--- src/rtl/ap_ctrl_chain_master.sv ---
// ---------------------------------------------------------------------------
// ap_ctrl_chain_master
//
// Host-side initiator for the ap_ctrl_chain register-access handshake. A
// single read or write command is taken from the command channel, presented
// to the attached block through ap_start/ap_continue with addr, wr_data and
// rd_wr held steady, and the outcome is returned on the response channel.
// If the block fails to finish within TIMEOUT enabled cycles of ap_start,
// the transaction is answered with rsp_err and the block is reset.
//
// Ports
//   clk, reset                 clock, asynchronous active-high reset
//   cmd_valid/cmd_ready        command handshake
//   cmd_rd_wr, cmd_addr,
//   cmd_wdata                  command payload (1 = read)
//   rsp_valid/rsp_ready        response handshake
//   rsp_rdata, rsp_rd_wr,
//   rsp_err                    response payload
//   pause                      freeze request, forces ap_ce low
//   addr, wr_data, rd_wr       request fields driven to the block
//   ap_start, ap_continue,
//   ap_ce, ap_rst              block control
//   ap_return                  combinational read data from the block
//   ap_idle, ap_ready, ap_done block status
// ---------------------------------------------------------------------------
module ap_ctrl_chain_master #(
  parameter int ADDR_W  = 32,
  parameter int DATA_W  = 32,
  parameter int TIMEOUT = 64
) (
  input  logic              clk,
  input  logic              reset,
  input  logic              cmd_valid,
  output logic              cmd_ready,
  input  logic              cmd_rd_wr,
  input  logic [ADDR_W-1:0] cmd_addr,
  input  logic [DATA_W-1:0] cmd_wdata,
  output logic              rsp_valid,
  input  logic              rsp_ready,
  output logic [DATA_W-1:0] rsp_rdata,
  output logic              rsp_rd_wr,
  output logic              rsp_err,
  input  logic              pause,
  output logic [ADDR_W-1:0] addr,
  output logic [DATA_W-1:0] wr_data,
  output logic              rd_wr,
  output logic              ap_start,
  output logic              ap_continue,
  output logic              ap_ce,
  output logic              ap_rst,
  input  logic [DATA_W-1:0] ap_return,
  input  logic              ap_idle,
  input  logic              ap_ready,
  input  logic              ap_done
);

  localparam logic [2:0] ST_RST_DUT   = 3'd0;
  localparam logic [2:0] ST_IDLE      = 3'd1;
  localparam logic [2:0] ST_START     = 3'd2;
  localparam logic [2:0] ST_WAIT_DONE = 3'd3;
  localparam logic [2:0] ST_CONT      = 3'd4;
  localparam logic [2:0] ST_RESP      = 3'd5;
  localparam logic [2:0] ST_ERR       = 3'd6;

  // Counter is wide enough to hold TIMEOUT itself; a zero TIMEOUT disables expiry.
  localparam int               CNT_W    = (TIMEOUT > 1) ? $clog2(TIMEOUT + 1) : 1;
  localparam logic [CNT_W-1:0] CNT_LAST = CNT_W'(TIMEOUT - 1);
  localparam bit               TO_EN    = (TIMEOUT != 0);

  logic [2:0]        state_r;
  logic [2:0]        state_nxt_s;
  logic [CNT_W-1:0]  cnt_r;
  logic              accept_s;
  logic              capture_s;
  logic              expire_s;
  logic              timeout_hit_s;
  logic              cmd_ready_r;
  logic              rsp_valid_r;
  logic              rsp_err_r;
  logic              ap_start_r;
  logic              ap_continue_r;
  logic              ap_rst_r;
  logic [ADDR_W-1:0] addr_r;
  logic [DATA_W-1:0] wr_data_r;
  logic              rd_wr_r;
  logic [DATA_W-1:0] rsp_rdata_r;
  logic              unused_idle_s;

  // ap_idle is informational only; nothing in the sequencing depends on it.
  assign unused_idle_s = ap_idle;

  assign ap_ce         = ~pause;
  // The enabled cycle now being counted is the TIMEOUT-th one.
  assign timeout_hit_s = TO_EN ? (cnt_r == CNT_LAST) : 1'b0;

  assign cmd_ready   = cmd_ready_r;
  assign rsp_valid   = rsp_valid_r;
  assign rsp_err     = rsp_err_r;
  assign rsp_rdata   = rsp_rdata_r;
  assign rsp_rd_wr   = rd_wr_r;
  assign ap_start    = ap_start_r;
  assign ap_continue = ap_continue_r;
  assign ap_rst      = ap_rst_r;
  assign addr        = addr_r;
  assign wr_data     = wr_data_r;
  assign rd_wr       = rd_wr_r;

  // Next-state selection; block status is ignored while ap_ce is low.
  always_comb begin
    state_nxt_s = state_r;
    accept_s    = 1'b0;
    capture_s   = 1'b0;
    expire_s    = 1'b0;
    case (state_r)
      ST_RST_DUT: begin
        state_nxt_s = ST_IDLE;
      end
      ST_IDLE: begin
        if (cmd_valid && cmd_ready_r) begin
          accept_s    = 1'b1;
          state_nxt_s = ST_START;
        end else begin
          state_nxt_s = ST_IDLE;
        end
      end
      ST_START: begin
        if (!ap_ce) begin
          state_nxt_s = ST_START;
        end else if (ap_ready && ap_done) begin
          capture_s   = 1'b1;
          state_nxt_s = ST_CONT;
        end else if (timeout_hit_s) begin
          expire_s    = 1'b1;
          state_nxt_s = ST_ERR;
        end else if (ap_ready) begin
          state_nxt_s = ST_WAIT_DONE;
        end else begin
          state_nxt_s = ST_START;
        end
      end
      ST_WAIT_DONE: begin
        if (!ap_ce) begin
          state_nxt_s = ST_WAIT_DONE;
        end else if (ap_done) begin
          capture_s   = 1'b1;
          state_nxt_s = ST_CONT;
        end else if (timeout_hit_s) begin
          expire_s    = 1'b1;
          state_nxt_s = ST_ERR;
        end else begin
          state_nxt_s = ST_WAIT_DONE;
        end
      end
      ST_CONT: begin
        if (ap_ce && !ap_done) begin
          state_nxt_s = ST_RESP;
        end else begin
          state_nxt_s = ST_CONT;
        end
      end
      ST_RESP: begin
        if (rsp_ready) begin
          state_nxt_s = ST_IDLE;
        end else begin
          state_nxt_s = ST_RESP;
        end
      end
      ST_ERR: begin
        if (rsp_ready) begin
          state_nxt_s = ST_RST_DUT;
        end else begin
          state_nxt_s = ST_ERR;
        end
      end
      default: begin
        state_nxt_s = ST_RST_DUT;
      end
    endcase
  end

  // State register; reset restarts the sequence with a block reset.
  always_ff @(posedge clk or posedge reset) begin
    if (reset) begin
      state_r <= ST_RST_DUT;
    end else begin
      state_r <= state_nxt_s;
    end
  end

  // Control outputs are decoded from the next state so they are registered yet aligned with it.
  always_ff @(posedge clk or posedge reset) begin
    if (reset) begin
      ap_rst_r      <= 1'b1;
      cmd_ready_r   <= 1'b0;
      ap_start_r    <= 1'b0;
      ap_continue_r <= 1'b0;
      rsp_valid_r   <= 1'b0;
      rsp_err_r     <= 1'b0;
    end else begin
      ap_rst_r      <= (state_nxt_s == ST_RST_DUT);
      cmd_ready_r   <= (state_nxt_s == ST_IDLE);
      ap_start_r    <= (state_nxt_s == ST_START);
      ap_continue_r <= (state_nxt_s == ST_CONT);
      rsp_valid_r   <= (state_nxt_s == ST_RESP) || (state_nxt_s == ST_ERR);
      rsp_err_r     <= (state_nxt_s == ST_ERR);
    end
  end

  // Request fields are captured at acceptance and held until the next command.
  always_ff @(posedge clk or posedge reset) begin
    if (reset) begin
      addr_r    <= {ADDR_W{1'b0}};
      wr_data_r <= {DATA_W{1'b0}};
      rd_wr_r   <= 1'b0;
    end else if (accept_s) begin
      addr_r    <= cmd_addr;
      wr_data_r <= cmd_wdata;
      rd_wr_r   <= cmd_rd_wr;
    end
  end

  // Read data is sampled when ap_done is seen, while addr still selects the register.
  always_ff @(posedge clk or posedge reset) begin
    if (reset) begin
      rsp_rdata_r <= {DATA_W{1'b0}};
    end else if (capture_s) begin
      rsp_rdata_r <= rd_wr_r ? ap_return : {DATA_W{1'b0}};
    end else if (expire_s) begin
      rsp_rdata_r <= {DATA_W{1'b0}};
    end
  end

  // Timeout counter counts enabled cycles spent waiting on the block.
  always_ff @(posedge clk or posedge reset) begin
    if (reset) begin
      cnt_r <= {CNT_W{1'b0}};
    end else if (accept_s) begin
      cnt_r <= {CNT_W{1'b0}};
    end else if (((state_r == ST_START) || (state_r == ST_WAIT_DONE)) && ap_ce) begin
      cnt_r <= cnt_r + CNT_W'(1);
    end
  end

endmodule

--- config.mk ---
export PLATFORM = sky130hd
export DESIGN_NAME = ap_ctrl_chain_master
export DESIGN_NICKNAME = d
export VERILOG_FILES = /design/src/rtl/ap_ctrl_chain_master.sv
export SDC_FILE = /design/constraint.sdc
export NUM_CORES = 1
export LEC_CHECK = 0
export BUFFER_PORTS_ARGS = -buffer_cell sky130_fd_sc_hd__clkbuf_2
export CORE_AREA = 2 2 148 136
export CTS_BUF_LIST = sky130_fd_sc_hd__clkbuf_8
export CTS_CLUSTER_DIAMETER = 50
export DETAILED_ROUTE_END_ITERATION = 10
export DIE_AREA = 0 0 150 138
export PLACE_DENSITY = 0.56
export SYNTH_ARGS = -nofsm -noshare
export SYNTH_HDL_FRONTEND = slang
export SYNTH_SLANG_ARGS = --single-unit
--- constraint.sdc ---
create_clock -name clk -period 3.8 [get_ports clk]
set_input_delay 0.38 -clock clk [delete_from_list [all_inputs] [get_ports clk]]
set_output_delay 0.38 -clock clk [all_outputs]
set_load 0.01 [all_outputs]
== Word-level counts from Yosys, hierarchy flattened ==
Index checks and enable logic that the tools add are counted.

* Add/subtract/negate cells: 1
* $mul: 0
* Divide/modulo/power cells: 0
* Order comparisons: 0
* Equal/unequal tests: 12
* Shift-type cells: 0
* Muxes and demuxes: 30
* Bitwise operators: 1
* Reductions and logical operators: 11

{| class="wikitable"
|+ Operators with widths
! operator !! count
|-
| 32-bit 2-to-1 mux || 3
|-
| 3-bit 2-to-1 mux || 8
|-
| 3-bit one-hot mux with 7 select lines || 1
|-
| 3-bit equality test (second input constant) || 6
|-
| 7-bit 2-to-1 mux || 2
|-
| 1-bit 2-to-1 mux || 13
|-
| 3-bit by 2-bit equality test with 1-bit output (second input constant) || 3
|-
| 7-bit by 1-bit adder with 7-bit output (second input constant) || 1
|-
| 7-bit by 6-bit equality test with 1-bit output (second input constant) || 1
|-
| 3-bit by 1-bit equality test with 1-bit output (second input constant) || 2
|-
| 3-bit zero test || 2
|-
| 1-bit logical AND || 4
|-
| 1-bit one-hot mux with 2 select lines || 2
|-
| 2-bit nonzero test || 2
|-
| 1-bit logical OR || 2
|-
| 2-bit 2-to-1 mux || 1
|-
| 1-bit zero test || 1
|-
| 1-bit inverter || 1
|}

* Register bits: 113
* Latch bits: 0
* RAM bits: 0
* Bits in read-only memories: 0
* Output and inout bits: 105
* Memories kept: 0

== Logic depth before layout (Yosys ltp) ==
* Depth in word-level cells: 7
* Mapped depth: 6

== Worst setup path after synthesis ==
No wires, ideal clock.

* Path type: register to register
* Start point: register state_r[2]
* End point: register addr_r[0], in the netlist addr[0]
* Setup time: 0.128 ns
* Data arrival time: 1.454 ns
* Required time: 3.672 ns
* Setup slack: 2.219 ns
* Cell stages (with the launch flop): 6
* Buffers on the path: 2
* Clock period less this slack: 1.581 ns
* Cells stage by stage: dfrtp_1 -> nand4b_1 -> nor2_1 -> buf_4 -> buf_4 -> mux2_1

* Cells in the longest elaborated chain, start to end: 2

{| class="wikitable"
|+ RTL lines
! item !! RTL line !! RTL
|-
| start: declaration || 70 || <nowiki>logic [2:0] state_r;</nowiki>
|-
| start signal: assignment || 186 || <nowiki>state_r <= state_nxt_s;</nowiki>
|-
| 3-bit by 1-bit equality test with 1-bit output || 114 || <nowiki>case (state_r)</nowiki>
|-
| 1-bit 2-to-1 mux || 114 ||
|-
| end signal: assignment || 212 || <nowiki>addr_r <= {ADDR_W{1'b0}};</nowiki>
|-
| end signal: assignment || 216 || <nowiki>addr_r <= cmd_addr;</nowiki>
|-
| end: declaration || 83 || <nowiki>logic [ADDR_W-1:0] addr_r;</nowiki>
|}

No other way between the ends.
A chain may end at the register's enable or synchronous reset.

== Worst setup path in the final report ==
* Start point: register cnt_r[0]
* End point: register rsp_rdata_r[18], in the netlist rsp_rdata[18]

* Cells in the longest elaborated chain, start to end: 6
* Elaborated cells on any way between the ends: 8
* Classes of those cells: eq/ne (1); mux (6); reduce/logical (1)

{| class="wikitable"
|+ RTL lines
! item !! RTL line !! RTL
|-
| start: declaration || 72 || <nowiki>logic [CNT_W-1:0] cnt_r;</nowiki>
|-
| start signal: assignment || 236 || <nowiki>cnt_r <= {CNT_W{1'b0}};</nowiki>
|-
| start signal: assignment || 238 || <nowiki>cnt_r <= {CNT_W{1'b0}};</nowiki>
|-
| start signal: assignment || 240 || <nowiki>cnt_r <= cnt_r + CNT_W'(1);</nowiki>
|-
| 7-bit by 6-bit equality test with 1-bit output * || 94 || <nowiki>assign timeout_hit_s = TO_EN ? (cnt_r == CNT_LAST) : 1'b0;</nowiki>
|-
| 1-bit 2-to-1 mux * || 132, 147 ||
|-
| 1-bit 2-to-1 mux, on equally long branches || 144, 129 ||
|-
| 1-bit 2-to-1 mux, on equally long branches || 142, 127 ||
|-
| 1-bit one-hot mux with 2 select lines * || 114 ||
|-
| 2-bit nonzero test (no source line) * || -- ||
|-
| end signal: assignment || 225 || <nowiki>rsp_rdata_r <= {DATA_W{1'b0}};</nowiki>
|-
| end signal: assignment || 227 || <nowiki>rsp_rdata_r <= rd_wr_r ? ap_return : {DATA_W{1'b0}};</nowiki>
|-
| end signal: assignment || 229 || <nowiki>rsp_rdata_r <= {DATA_W{1'b0}};</nowiki>
|-
| end: declaration || 86 || <nowiki>logic [DATA_W-1:0] rsp_rdata_r;</nowiki>
|}

Every way passes the cells marked *; elsewhere a longest branch is shown, timed or not.

==> key figures <==
Floorplanning
  • Floorplan row count: between 40 and 50
  • Die W: ~150 um
  • Die height: 138 um
  • Num ports: 210
  • Area of the die: around 21,000 um2
  • Core Area: approximately 19,000 um2
  • Initial Util: 0.223

CTS
  • Clk Latency, worst-skew pair: between 400 and 500 ps
  • Clock root buffer master: clkbuf_8
  • Clock Sinks: 113
  • H-tree levels: 4
  • Setup Buffers After CTS: 0
  • CTS max path bufs: 2
  • Total CTS buffers: 17
  • CTS tree: done
  • Post-cts resize count: 0
  • Hold_buf cts: 0
  • Worst-path clk slew: 70 ps

Global route
  • GR Util met3: 0.0446
  • First-pass GRT wire length: ~17 mm
  • Busiest metal layer after global routing: met2
  • GR Overflow Total: 0
  • Tot GR Track Use: 0.104
  • Met2 Use GR: 0.177
  • Largest net degree at the start of global routing: 56
  • M1 GR Usage: 0.114
  • Vias in the first global route: between 3,000 and 4,000
  • Initial antenna violation count: 0

Drt
  • DR vias: 3,122
  • Vias/cell: 4.07
  • Post-route ant nets: 0
  • Initial DRC Count: around 130
  • Drt first pass iters: 4
  • Final wirelength: 10.6 mm
  • WL per Instance: between 10 and 15 um
  • Number of remaining DRC errors: 0

Setup path
  • Worst Path Buf+Inv: 0
  • Critical path type: flop to flop
  • Worst r2r src: cnt_r[0]$_DFFE_PP0P_
  • Crit. Startpoint: cnt_r[0]$_DFFE_PP0P_
  • Slowest cell on crit path: nand2_1
  • Critical Path End Type: flop
  • CP delay by family, top: simple AND/OR/NAND/NOR gates
  • CP Depth: 5
  • WP data arrival: roughly 2600 ps
  • R2R cell count: 5
  • Crit-path cells: ha_1 > nand3_1 > o31ai_1 > nand2_1 > a22o_1
  • CP peak stage delay: approximately 700 ps
  • R2R setup slack: roughly 1500 ps
  • Worst R2R End: rsp_rdata[18]$_DFFE_PP0P_
  • Data required time of the worst path: 4110 ps
  • Startpoint Class: flop
  • Crit-path max FO: 32

Final layout
  • # diodes: 0
  • Share of cells above drive strength 1: 0.534
  • Multi-input logic area: approximately 1400 um2
  • Sequential cell area: 2830 um2
  • Number of fillers in the final layout: 1,997
  • Nets: 606
  • Final core occ: 0.312
  • Design Area, Final: 6050 um2
  • Area grow syn2layout: 39.8%

Yosys
  • Gate Count Post-Synth: around 290
  • Synth warn: 0
  • Yosys cell types: 37
  • Syn_area_per_cell: about 15 um2
  • Post-Syn Area: between 4000 and 5000 um2
  • Synthesized net count: ~390
  • Register area share after synthesis: 0.654
  • Register bit total from synthesis: approximately 110

Timing
  • Fmax: around 430 MHz
  • Fin. max-slew vios: 0
  • Setup tns final: 0 ps
  • RSZ-0062 raised after global routing: no
  • Endpoints failing hold: 0
  • Crit path time final: around 2300 ps
  • Rel. slew slack: 0.245
  • Slew @ Worst Pin: 1130 ps
  • Period utilization: 0.606
  • Worst Skew: around 12 ps
  • Final setup violation count: 0

Power and ir drop
  • PwrDens: approximately 830 nW/um2
  • Maximum VDD drop: slightly above 0.0002 V
  • Overall Power: roughly 5 mW
  • LEAKAGE: around 3.0 nW

Placed design
  • I/O Buffers: roughly 210
  • DP Area: between 5000 and 6000 um2
  • DP Wirelength: about 7.8 mm
  • GP Congestion: roughly 0.74

Worst hold path
  • Hold crit path type: input port to asynchronous set/reset pin

Run
  • Max cap viols: 0

Status
  • Outcome: finished clean
## how the worst max path moves through the flow
stage,endpoint,slack [ps]
floorplan,addr[0]$_DFFE_PP0P_,430
global placement,rsp_rdata[3]$_DFFE_PP0P_,1510
detailed placement,rsp_rdata[29]$_DFFE_PP0P_,1430
CTS,rsp_rdata[30]$_DFFE_PP0P_,1450
global route,rsp_rdata[2]$_DFFE_PP0P_,1280
finish,rsp_rdata[18]$_DFFE_PP0P_,1500
## synthesized netlist by cell type, drive strengths merged
cell / n / share of area
a21boi: 1 / 0.0017
a21oi: 2 / 0.0023
a22o: 32 / 0.065
and3: 1 / 0.0014
buf: 16 / 0.027
dfrtp: 112 / 0.65
dfstp: 1 / 0.0061
ha: 1 / 0.0029
inv: 6 / 0.0052
mux2: 64 / 0.17
mux2i: 1 / 0.0023
nand2: 5 / 0.0043
nand2b: 1 / 0.0014
nand3: 1 / 0.0012
nand4: 2 / 0.0029
nand4b: 1 / 0.0020
nor2: 13 / 0.011
nor2b: 1 / 0.0014
nor3: 4 / 0.0072
nor3b: 1 / 0.0043
nor4: 1 / 0.0014
o2111ai: 1 / 0.0020
o21ai: 5 / 0.0066
o221ai: 1 / 0.0020
o311a: 1 / 0.0023
o311ai: 1 / 0.0038
o31ai: 1 / 0.0017
or2: 1 / 0.0014
or3b: 1 / 0.0026
xnor2: 2 / 0.0040
xor2: 4 / 0.0081
## cells by family after synthesis
| kind of cell | count (synthesis) | synth area share |
|---|---|---|
| multiplexers | 65 | 0.169 |
| AND/OR/NAND/NOR | 33 | 0.0431 |
| adder cells (fa/ha/maj) | 1 | 0.00289 |
| AO/OA/AOI/OAI | 45 | 0.0873 |
| XOR/XNOR | 6 | 0.0121 |
| flip-flops | 113 | 0.654 |
| buffers and inverters | 22 | 0.0321 |
## per-stage QoR
step                      hold WS, ps  setup slack [ps]  instances
after CTS                        33.2              1450        768
final                            36.2              1500        768
after global placement            468              1510        736
after global routing             76.0              1280        768
after floorplan                   497               434        285
after detailed placement          474              1430        736
## layout make-up
class	count	share of cell area
multi-input cells	150	0.226
repair buffers	212	0.179
clock inverters	11	0.0223
clock buffers	21	0.0478
inverters	6	0.00414
well taps	255	0.0528
flip-flops and latches	113	0.468
## metal layers
metal  wire, um  vias up
met5          0        -
met4        160        0
met3        974       12
met2       5300      117
met1       4200     1534
li1           -     1459
## power by group
group          switching [mW]  total (mW)  leakage, nW  internal (mW)
combinational           0.873        1.75         1.42          0.877
clock                   0.490        1.20        0.223          0.712
sequential              0.303        2.07         1.41           1.77
## placed cells by master, fill, tap and decap left out, types with 2 or more instances in the layout
master,n
a22o_1,32
bufinv_16,3
inv_1,6
clkbuf_8,21
nor3_1,3
nand4_1,2
mux2_2,23
dfrtp_1,112
clkinv_2,5
xnor2_1,2
a21oi_1,2
nand2_1,5
nor2_1,12
mux2_1,41
buf_4,3
xor2_1,4
o21ai_0,3
clkbuf_2,208
## registers in the layout, indices dropped and copies added, names as in the netlist
signal and cells:
rsp_err 1, cnt_r 7, ap_start 1, ap_rst 1, ap_continue 1, wr_data 32
rd_wr 1, cmd_ready 1, addr 32, state_r 3, rsp_rdata 32, rsp_valid 1
No activity file was read; power rests on OpenSTA's default activity.
